`config.mk`:
```
export PLATFORM = sky130hd
export DESIGN_NAME = spi_master_flat
export DESIGN_NICKNAME = d
export VERILOG_FILES = /design/src/rtl/spi_master_if.sv /design/src/rtl/spi_master.sv /design/src/flat_wrapper.sv
export SDC_FILE = /design/constraint.sdc
export NUM_CORES = 1
export LEC_CHECK = 0
export BUFFER_PORTS_ARGS = -buffer_cell sky130_fd_sc_hd__buf_4
export CAP_MARGIN = 20
export CORE_MARGIN = 4
export CORE_UTILIZATION = 55
export CTS_CLUSTER_SIZE = 24
export DETAILED_ROUTE_END_ITERATION = 8
export GPL_TIMING_DRIVEN = 0
export PLACE_DENSITY_LB_ADDON = 0.25
export REMOVE_ABC_BUFFERS = 1
export SLEW_MARGIN = 10
export SYNTH_ARGS = -nofsm -noshare
export SYNTH_HDL_FRONTEND = slang
export SYNTH_SLANG_ARGS = --single-unit
```
`constraint.sdc`:
```
create_clock -name clk -period 5.95 [get_ports clk]
set_input_delay 0 -clock clk [delete_from_list [all_inputs] [get_ports clk]]
set_output_delay 0 -clock clk [all_outputs]
set_load 0.005 [all_outputs]
```
`src/rtl/spi_master_if.sv`:
```
// Register-port and SPI pin bundle for spi_master.
// The slave modport is the spi_master view; master is the core/board side.
interface spi_master_if;
    logic       wren;
    logic [7:0] data_i;
    logic       cs_n_i;
    logic [7:0] data_o;
    logic       dsr;
    logic       sclk;
    logic       mosi;
    logic       miso;
    logic       ss_n;

    modport master (
        output wren, data_i, cs_n_i, miso,
        input  data_o, dsr, sclk, mosi, ss_n
    );

    modport slave (
        input  wren, data_i, cs_n_i, miso,
        output data_o, dsr, sclk, mosi, ss_n
    );
endinterface

```
`src/rtl/spi_master.sv`:
```
// Byte-wide SPI mode-0 master behind the core's user register port.
// Define SPI_LSB_FIRST_EN to shift LSB first in both directions.
module spi_master #(
    parameter int unsigned CLKDIV = 4
) (
    input  logic         clk,
    input  logic         reset,
    spi_master_if.slave  bus
);
    typedef enum logic [1:0] {IDLE, LOW, HIGH} state_t;

    localparam logic [7:0] DIV_LAST = 8'(CLKDIV - 1);

    state_t     state, state_next;
    logic [7:0] div, div_next;
    logic [2:0] bitcnt, bitcnt_next;
    logic [7:0] tx, tx_next;
    logic [7:0] rx, rx_next;
    logic [7:0] data_o, data_o_next;
    logic       dsr, dsr_next;
    logic       sclk, sclk_next;
    logic       mosi, mosi_next;
    logic       ss_n, ss_n_next;
    logic       term;

`ifdef SPI_LSB_FIRST_EN
    function automatic logic [7:0] tx_shift(input logic [7:0] d);
        return {1'b0, d[7:1]};
    endfunction
    function automatic logic tx_bit(input logic [7:0] d);
        return d[0];
    endfunction
    function automatic logic [7:0] rx_shift(input logic [7:0] d, input logic b);
        return {b, d[7:1]};
    endfunction
`else
    function automatic logic [7:0] tx_shift(input logic [7:0] d);
        return {d[6:0], 1'b0};
    endfunction
    function automatic logic tx_bit(input logic [7:0] d);
        return d[7];
    endfunction
    function automatic logic [7:0] rx_shift(input logic [7:0] d, input logic b);
        return {d[6:0], b};
    endfunction
`endif

    assign term = (div == DIV_LAST);

    always_comb begin
        state_next  = state;
        div_next    = div;
        bitcnt_next = bitcnt;
        tx_next     = tx;
        rx_next     = rx;
        data_o_next = data_o;
        dsr_next    = dsr;
        sclk_next   = sclk;
        mosi_next   = mosi;
        ss_n_next   = ss_n;
        case (state)
            IDLE: begin
                // Slave select only tracks the core register between transfers.
                ss_n_next = bus.cs_n_i;
                if (bus.wren) begin
                    tx_next     = bus.data_i;
                    mosi_next   = tx_bit(bus.data_i);
                    dsr_next    = 1'b0;
                    div_next    = 8'd0;
                    bitcnt_next = 3'd0;
                    state_next  = LOW;
                end
            end
            LOW: begin
                if (term) begin
                    sclk_next  = 1'b1;
                    rx_next    = rx_shift(rx, bus.miso);
                    div_next   = 8'd0;
                    state_next = HIGH;
                end else begin
                    div_next = div + 8'd1;
                end
            end
            HIGH: begin
                if (term) begin
                    sclk_next = 1'b0;
                    div_next  = 8'd0;
                    if (bitcnt == 3'd7) begin
                        data_o_next = rx;
                        dsr_next    = 1'b1;
                        mosi_next   = 1'b1;
                        state_next  = IDLE;
                    end else begin
                        bitcnt_next = bitcnt + 3'd1;
                        tx_next     = tx_shift(tx);
                        mosi_next   = tx_bit(tx_shift(tx));
                        state_next  = LOW;
                    end
                end else begin
                    div_next = div + 8'd1;
                end
            end
            default: state_next = IDLE;
        endcase
    end

    always_ff @(posedge clk) begin
        if (reset) begin
            state  <= IDLE;
            div    <= 8'd0;
            bitcnt <= 3'd0;
            data_o <= 8'hFF;
            dsr    <= 1'b1;
            sclk   <= 1'b0;
            mosi   <= 1'b1;
            ss_n   <= 1'b1;
        end else begin
            state  <= state_next;
            div    <= div_next;
            bitcnt <= bitcnt_next;
            data_o <= data_o_next;
            dsr    <= dsr_next;
            sclk   <= sclk_next;
            mosi   <= mosi_next;
            ss_n   <= ss_n_next;
        end
    end

    // Shift registers carry data only; their contents are don't-care until loaded.
    always_ff @(posedge clk) begin
        tx <= tx_next;
        rx <= rx_next;
    end

    assign bus.data_o = data_o;
    assign bus.dsr    = dsr;
    assign bus.sclk   = sclk;
    assign bus.mosi   = mosi;
    assign bus.ss_n   = ss_n;
endmodule
```
`src/flat_wrapper.sv`:
```
// flat-port wrapper written by rule: the top's interface ports become plain ports
module spi_master_flat 
#(
    parameter int unsigned CLKDIV = 4
)
  (clk, reset, bus_wren, bus_data_i, bus_cs_n_i, bus_miso, bus_data_o, bus_dsr, bus_sclk, bus_mosi, bus_ss_n);
  spi_master_if bus_i ();
  input  logic clk;
  input  logic reset;
  input wire logic [$bits(bus_i.wren)-1:0] bus_wren;
  input wire logic [$bits(bus_i.data_i)-1:0] bus_data_i;
  input wire logic [$bits(bus_i.cs_n_i)-1:0] bus_cs_n_i;
  input wire logic [$bits(bus_i.miso)-1:0] bus_miso;
  output wire logic [$bits(bus_i.data_o)-1:0] bus_data_o;
  output wire logic [$bits(bus_i.dsr)-1:0] bus_dsr;
  output wire logic [$bits(bus_i.sclk)-1:0] bus_sclk;
  output wire logic [$bits(bus_i.mosi)-1:0] bus_mosi;
  output wire logic [$bits(bus_i.ss_n)-1:0] bus_ss_n;
  assign bus_i.wren = bus_wren;
  assign bus_i.data_i = bus_data_i;
  assign bus_i.cs_n_i = bus_cs_n_i;
  assign bus_i.miso = bus_miso;
  assign bus_data_o = bus_i.data_o;
  assign bus_dsr = bus_i.dsr;
  assign bus_sclk = bus_i.sclk;
  assign bus_mosi = bus_i.mosi;
  assign bus_ss_n = bus_i.ss_n;
  spi_master #(.CLKDIV(CLKDIV)) u_core (.clk(clk), .reset(reset), .bus(bus_i));
endmodule
```
# Word level (Yosys, flattened, before mapping)

Cells that the tools add are included.

Add/sub/neg operators: 2
Multiply operators: 0
Divide/modulo/power cells: 0
Order comparisons: 0
Eq/ne operators: 9
Shift operators: 0
Muxes and demuxes: 27
Bitwise gates (word level): 0
Reductions and logical operators: 13

Operator list:

| cell                                                   | count |
|---|---|
| two-way mux 7 bit                                      | 3 |
| two-way mux 8 bit                                      | 2 |
| case mux 8 bit (2 select lines)                        | 1 |
| case mux 7 bit (2 select lines)                        | 1 |
| AND reduction 3 bit                                    | 4 |
| two-way mux 1 bit                                      | 9 |
| two-way mux 3 bit                                      | 3 |
| adder 8 x 1 -> 8 bit (second input constant)           | 1 |
| equality test 8 x 2 -> 1 bit (second input constant)   | 1 |
| AND reduction 4 bit                                    | 2 |
| two-way mux 2 bit                                      | 3 |
| inequality test 2 x 1 -> 1 bit (second input constant) | 3 |
| case mux 1 bit (2 select lines)                        | 3 |
| case mux 2 bit (3 select lines)                        | 1 |
| case mux 3 bit (2 select lines)                        | 1 |
| nonzero test 2 bit                                     | 3 |
| inequality test 2 bit (second input constant)          | 2 |
| AND reduction 2 bit                                    | 2 |
| adder 3 x 1 -> 3 bit (second input constant)           | 1 |
| equality test 3 bit (second input constant)            | 1 |
| equality test 2 x 1 -> 1 bit (second input constant)   | 1 |
| equality test 2 bit (second input constant)            | 1 |
| zero test 2 bit                                        | 1 |
| OR reduction 2 bit                                     | 1 |

Bits in registers: 40
Bits in latches: 0
Memory bits (writable): 0
Bits in read-only memories: 0
Input bits: 13
Output and inout port bits: 12
Word-level logic and storage cells: 61
Memories: 0

# Longest topological paths before layout

Gate-level depths: netlist (run 1).

Depth in word-level cells: 4
Gate-level depth with buffers: 8
Mapped depth without buffers: 6

# Worst setup path before layout (run 1)

Ideal clock, no wire load.

Path kind: register to register
From: reg u_core.div[0]
To: reg u_core.tx[0], enable pin
Library setup time: 0.360 ns
Arrival time: 1.717 ns
Required time: 5.590 ns
Path slack: 3.873 ns
Stages on the path, launching flop included: 6
Path buffers: 0
Period minus slack after synthesis: 2.077 ns
Path through: dfxtp_1 > ha_1 > or4b_4 > nor3_1 > nor2_1 > nor2_1

Word-level cells in the longest chain between the ends: 3

RTL lines:

| item                                     | RTL line          | RTL |
|---|---|---|
| start: declaration                       | spi_master.sv:15  | `logic [7:0] div, div_next;` |
| start signal: assignment                 | spi_master.sv:119 | `div <= div_next;` |
| equality test 8 x 2 -> 1 bit             | spi_master.sv:48  | `assign term = (div == DIV_LAST);` |
| inequality test 2 x 1 -> 1 bit (no line) | --                |  |
| AND reduction 4 bit (no line)            | --                |  |
| end signal: assignment                   | spi_master.sv:131 | `tx <= tx_next;` |
| end: declaration                         | spi_master.sv:17  | `logic [7:0] tx, tx_next;` |

No other way between the ends.
A chain may end at the register's enable or synchronous reset.

# Worst setup path after layout (run 1)

From: reg u_core.div[0]
To: reg u_core.tx[2], enable pin

The elaborated chain is that of the path after synthesis.

==> results of run 1 <==
[metal layers]
metal | track usage [%] | vias to the layer above | routed length, um
met5 | 0 | - | 0
li1 | - | 657 | -
met4 | 6.069 | 0 | 51
met2 | 31.03 | 32 | 1731
met3 | 5.373 | 6 | 150
met1 | 21.35 | 627 | 1479
[cell families (layout without fill, tap and decap cells)]
logic type	Yosys count	in the layout	share of synthesized area [%]
DFF	40	40	53.33
AOI/OAI and AO/OA	21	21	7.580
muxes	17	17	9.965
xor gates and xnor gates	7	7	3.439
buffers and inverters	10	46	2.105
adders and majority gates	9	9	6.316
and+or+nand+nor	59	59	17.26
[power by group]
group	switching (W)	internal, W	total [W]
Sequential	0.00000493	0.000291	0.000296
Combinational	0.0000211	0.0000229	0.0000440
Clock	0.0000887	0.0000454	0.000134
[cell type report]
type / count / area share (%)
timing repair buffer: 34 / 13.02
inverter: 4 / 0.6977
clock buffer: 5 / 1.744
sequential: 40 / 44.19
tap: 44 / 2.558
clock inverter: 3 / 0.8721
multi-input combinational: 113 / 36.92
[cells in the final DEF (no fill, tap or decap), types with 2 or more instances in the layout]
cell / Yosys / final
xnor2_1: 7 / 7
nor3_1: 8 / 8
a21oi_1: 6 / 6
nor4_1: 3 / 3
ha_1: 9 / 9
nand2_1: 18 / 18
nor2_1: 14 / 14
clkbuf_4: 0 / 5
inv_1: 4 / 4
clkinv_2: 0 / 2
mux2_2: 6 / 6
mux2i_1: 11 / 11
or3_1: 2 / 2
nand3_1: 3 / 3
a22o_1: 2 / 2
dfxtp_1: 25 / 25
nor3b_1: 2 / 2
buf_4: 0 / 24
nor2b_1: 2 / 2
o31ai_1: 2 / 2
dlygate4sd3_1: 0 / 10
o21ai_0: 5 / 5
edfxtp_1: 15 / 15
[worst paths after layout]
kind	to	start	slack (ns)
setup / recovery	u_core.tx[2]	u_core.div[0]	3.53
hold / removal	u_core.bus.dsr	bus_wren	0.05
setup reg to reg	u_core.tx[2]	u_core.div[0]	3.53
hold reg to reg	u_core.rx[2]	u_core.rx[1]	0.46
[metrics by stage]
stage	instances	setup slack, ns	utilization (%)
after floorplan	157	3.873	-
after global placement	225	3.611	64.84
after detailed placement	225	3.499	64.84
after CTS	243	3.495	69.92
after global routing	243	3.417	69.92
final	243	3.533	69.92
[registers in the layout (all words and copies together), names as in the netlist]
name and flops:
u_core.bus.data_o 8, u_core.div 8, u_core.bus.ss_n 1, u_core.tx 7, u_core.rx 8, u_core.bus.dsr 1
u_core.bitcnt 3, u_core.bus.sclk 1, u_core.state 2, u_core.bus.mosi 1
[worst min-delay path, cell delays in order]
cell and delay [ns]:
buf_4 0.11, mux2i_1 0.07, a32oi_1 0.17
==> metrics.csv, run 1 <==
stage;metric;value;unit
sta;setup_repair_after_global_routing_missed_its_margin;no;
clock_network;tritoncts;done;
die;design.die.area;0.004217;mm2
pwr;power.static_leakage;0.8204;nW
worst_setup_path;worst_setup_path_end_kind;flip-flop;
clock_network;cts_buffers;5;
die;coreArea;0.003078;mm2
hold_path;whs_path_depth;3;
synthesis;post_synth_num_cell_types;34;
worst_setup_path;worstRegToRegCells;5;
route;num_vias;1322;
die;die_w;64.94;um
synthesis;netlist_area;0.001783;mm2
worst_setup_path;kind_of_critical_path;reg -> reg;
grt;grt_first_pass_wirelength;5830;um
route;detail_route.wirelength;3412;um
synthesis;synth_commonest_cells;dfxtp_1, nand2_1, edfxtp_1;
clock_network;cts_sinks;40;
placed_design;place_area;0.001996;mm2
worst_setup_path;cp_top_family;simple AND/OR/NAND/NOR gates;
placed_design;place_congestion;0.8015;
sta;hold_slack;0.04997;ns
sta;period_share;40.62;%
die;rows;20;
sta;tightest_slew;0.8629;ns
synthesis;ys_seq_area_share;53.33;%
synthesis;synth-edff-count;15;
sta;timing_hold_violations_final;0;
route;drt_pass_1_iters;4;
die;floorplan.initialDensity;57.93;%
synthesis;netlist.area_leader.share;28.07;%
grt;grt.overflow.total;0;
clock_network;cts_repair_resize_count;0;
layout;design.final.nets;220;
flow_run;drv_cap;0;
sta;slew_headroom;42.36;%
worst_setup_path;cp_data_arrival_time;2.41;ns
pwr;ir_worst_vdd;0.0001794;V
layout;area_taken_by_flip_flops_and_latches;950.9;um2
pwr;power_per_cell_area;220.4;mW/mm2
route;detail_route.iter0.violations;60;
worst_setup_path;timing.critical_path.cells;ha_1 -> or4b_4 -> nor3_1 -> nor2_1 -> nor2_1;
worst_setup_path;timing.critical_path.buf_inv;0;
synthesis;synth_async_sr_flop_share;0;%
worst_setup_path;cp.required;5.95;ns
sta;final-setup-viol-count;0;
sta;report.final.slew_viol_count;0;
grt;vias_in_the_first_global_route;1293;
worst_setup_path;worst_path_depth;5;
placed_design;hpwlAfterDp;2469;um
worst_setup_path;critical_path_peak_fanout;7;
hold_path;worst_min_delay_path_category;in -> reg;
clock_network;postCtsSetupBuffers;0;
route;vias_per_cell;5.440;
synthesis;yosys_register_bits;40;
die;die_height;64.94;um
synthesis;post-synth-top-count-cell;dfxtp_1;
layout;postLayoutCellArea;0.002152;mm2
layout;antennaDiodeCount;0;
route;antenna_violating_nets_post_route;0;
clock_network;maximum_buffer_depth_of_the_clock_tree;2;
synthesis;netlist.top_cell.by_area;dfxtp_1;
sta;clock_skew;0.005572;ns
sta;max_freq;413.8;MHz
synthesis;yosys-top-cells-area;dfxtp_1, edfxtp_1, ha_1;
clock_network;clkLatencyLatePin;0.35;ns
grt;grt_max_degree;20;
synthesis;synth_area_per_cell;10.94;um2
status;run_status;complete, no violations;
clock_network;clock_tree.root_cell;clkbuf_4;
route;drc;0;
grt;grtUsageTotal;18.05;%
pwr;finalPower;0.0004744;W
route;avgRoutedWirePerCell;14.04;um
clock_network;number_of_levels_in_the_clock_h_tree;2;
worst_setup_path;critPathLaunchType;flip-flop;
worst_setup_path;cpMaxStageDelayCell;or4b_4;
layout;syn_to_final_growth;20.70;%
layout;filler_cell_count;249;
worst_setup_path;critPathMaxStageDelay;0.52;ns
synthesis;postSynth.topFlopCell;dfxtp_1;
clock_network;cts.reportedPaths.clkPinSlew;0.11;ns
synthesis;netlist_instances;163;
layout;final_layout_size_suffix_gt1_share;20.60;%
sta;timing.setup.tns;0;ns
layout;area_occupied_by_multi_input_gates;794.5;um2
worst_setup_path;crit_top_cell;nor2_1;
clock_network;hold_buffers;10;
sta;final_period_minus_worst_setup_slack;2.417;ns
synthesis;synthesis.yosys.warnings;0;
placed_design;buffer_ports.inserted;24;
grt;antenna_found_initial;0;
die;top_level_ports;25;
(Power assumes the default switching activity.)
==> run 2: changes to the inputs <==
- clock period: 5.95 -> 2.34 ns (I/O delays scaled with it)
==> run 2 against run 1 <==
Design area increased by 0.47%. Clock power increased to 2.5 times the previous value. Cell count unchanged. Non-clock buffer count unchanged. Register-to-register slack got worse by 3.3 ns. Sequential power increased to 2.5 times the previous value. Maximum frequency increased by 13%. Worst setup slack got worse by 3.3 ns. Combinational power increased to 2.6 times the previous value. Die area unchanged. Utilization increased by 0.33 points. Via count unchanged. Critical path type unchanged. Critical endpoint is now u_core.bus.data_o[7]. Largest cell class unchanged.
==> metrics.csv, run 2 (synthesized netlist as in run 1, its figures left out) <==
stage;metric;value;unit
die;floorplan.initialDensity;57.93;%
grt;antenna_found_initial;0;
sta;timing_hold_violations_final;0;
pwr;power.static_leakage;0.8271;nW
layout;antennaDiodeCount;0;
layout;syn_to_final_growth;21.26;%
grt;vias_in_the_first_global_route;1307;
layout;final_common_cell;dfxtp_1;
pwr;power.sequential.fraction;62.4;%
die;die_height;64.94;um
worst_setup_path;worst_setup_path_end_kind;flip-flop;
die;die_w;64.94;um
pwr;power.internal;0.0009152;W
sta;setup_repair_after_global_routing_missed_its_margin;no;
sta;final_period_minus_worst_setup_slack;2.140;ns
route;num_vias;1322;
sta;report.final.slew_viol_count;0;
sta;clock_skew;0.005426;ns
worst_setup_path;cp_data_arrival_time;2.37;ns
placed_design;placed_cells;225;
sta;tightest_slew;0.6651;ns
grt;grt_max_degree;20;
clock_network;cts.reportedPaths.clkPinSlew;0.12;ns
route;avgRoutedWirePerCell;14.02;um
pwr;clock_power_share;28.3;%
layout;largestRegisters;u_core.bus.data_o (8), u_core.div (8), u_core.rx (8);
die;top_level_ports;25;
placed_design;place_area;0.001996;mm2
sta;slew_headroom;55.66;%
clock_network;clock_tree.root_cell;clkbuf_4;
worst_setup_path;critical_path_peak_fanout;19;
layout;filler_cell_count;249;
hold_path;worst_min_delay_path_category;in -> reg;
clock_network;cts_sinks;40;
route;antenna_violating_nets_post_route;0;
worst_setup_path;cp.required;2.57;ns
worst_setup_path;critPathLaunchType;flip-flop;
die;rows;20;
clock_network;postCtsSetupBuffers;0;
worst_setup_path;kind_of_critical_path;reg -> reg;
sta;max_freq;467.4;MHz
pwr;power.switching_fraction;24.19;%
grt;grtUsageTotal;18.16;%
placed_design;hpwlAfterDp;2469;um
die;coreArea;0.003078;mm2
clock_network;clkLatencyLatePin;0.35;ns
clock_network;tritoncts;done;
die;design.die.area;0.004217;mm2
clock_network;maximum_buffer_depth_of_the_clock_tree;2;
flow_run;drv_cap;0;
clock_network;number_of_levels_in_the_clock_h_tree;2;
route;detail_route.wirelength;3407;um
placed_design;buffer_ports.inserted;24;
grt;grt_first_pass_wirelength;5871;um
route;drc;0;
sta;final-setup-viol-count;0;
sta;period_share;91.44;%
route;vias_per_cell;5.440;
grt;grt.overflow.total;0;
layout;final_layout_size_suffix_gt1_share;22.11;%
layout;postLayoutCellArea;0.002162;mm2
route;drt_pass_1_iters;4;
route;detail_route.iter0.violations;48;
clock_network;cts_buffers;5;
status;run_status;complete, no violations;
pwr;ir_worst_vdd;0.0004559;V
layout;design.final.nets;220;
pwr;power_per_cell_area;558.4;mW/mm2
placed_design;place_congestion;0.8015;
layout;most-common-layout-cells;dfxtp_1, buf_4, nand2_1;
pwr;pwr-share-comb;9.3;%
layout;post_layout_nonfiller_instances;243;
pwr;switchingPower;0.0002921;W
run 2: repair_timing:
item	4_1_cts	5_1_grt
hold buffers	10	0
resized for setup	1	2
setup endpoints to repair	7	15
hold endpoints to repair	14	0
run 2: layout make-up:
type,instances,area [um2],area share [%]
clock buffer,5,37.54,1.736
clock inverter,3,18.77,0.8681
inverter,4,15.01,0.6944
multi-input combinational,113,804.5,37.21
sequential,40,950.9,43.98
tap,44,55.05,2.546
timing repair buffer,34,280.3,12.96
run 2: per-stage QoR:
step | utilization [%] | TNS [ns] | power [W] | setup slack [ns] | hold WS (ns)
6_report | 70.24 | 0 | 0.001207 | 0.2004 | 0.05450
5_1_grt | 70.24 | 0 | 0.001271 | 0.04743 | 0.09737
4_1_cts | 70.00 | 0 | 0.001221 | 0.05172 | 0.03829
3_5_place_dp | 64.84 | -0.7754 | 0.0008678 | -0.1108 | 0.1922
3_3_place_gp | 64.84 | 0 | 0.0008611 | 0.0006295 | 0.1787
2_1_floorplan | - | 0 | 0.0008219 | 0.2626 | 0.06907
run 2: worst paths after layout:
check,to,start,cells past startpoint,slack (ns)
worst min register to register,u_core.rx[2],u_core.rx[1],0,0.46
worst min-delay path,u_core.bus.dsr,bus_wren,3,0.05
worst max register to register,u_core.bus.data_o[7],u_core.state[0],6,0.20
worst max-delay path,u_core.bus.data_o[7],u_core.state[0],6,0.20
run 2: power groups by stage:
stage	registers, W	logic, W	clock network [W]
6_report	0.000753	0.000113	0.000341
2_1_floorplan	0.000767	0.0000553	0
5_1_grt	0.000756	0.000126	0.000389
3_3_place_gp	0.000767	0.0000937	0
3_5_place_dp	0.000769	0.0000986	0
4_1_cts	0.000754	0.000113	0.000355
run 2: worst max-delay path: stages, from the launching register on:
cell and delay (ns):
dfxtp_1 0.36, inv_1 0.10, ha_1 0.59, nand2_1 0.19, nor3_4 0.46, mux2i_1 0.27
nand2_1 0.07
run 2: routing by layer:
| metal | track usage, % | routed length [um] | vias to the layer above |
|---|---|---|---|
| met5 | 0 | 0 | - |
| met4 | 6.069 | 52 | 0 |
| met3 | 5.373 | 142 | 5 |
| met2 | 31.42 | 1739 | 34 |
| met1 | 21.35 | 1472 | 624 |
| li1 | - | - | 659 |
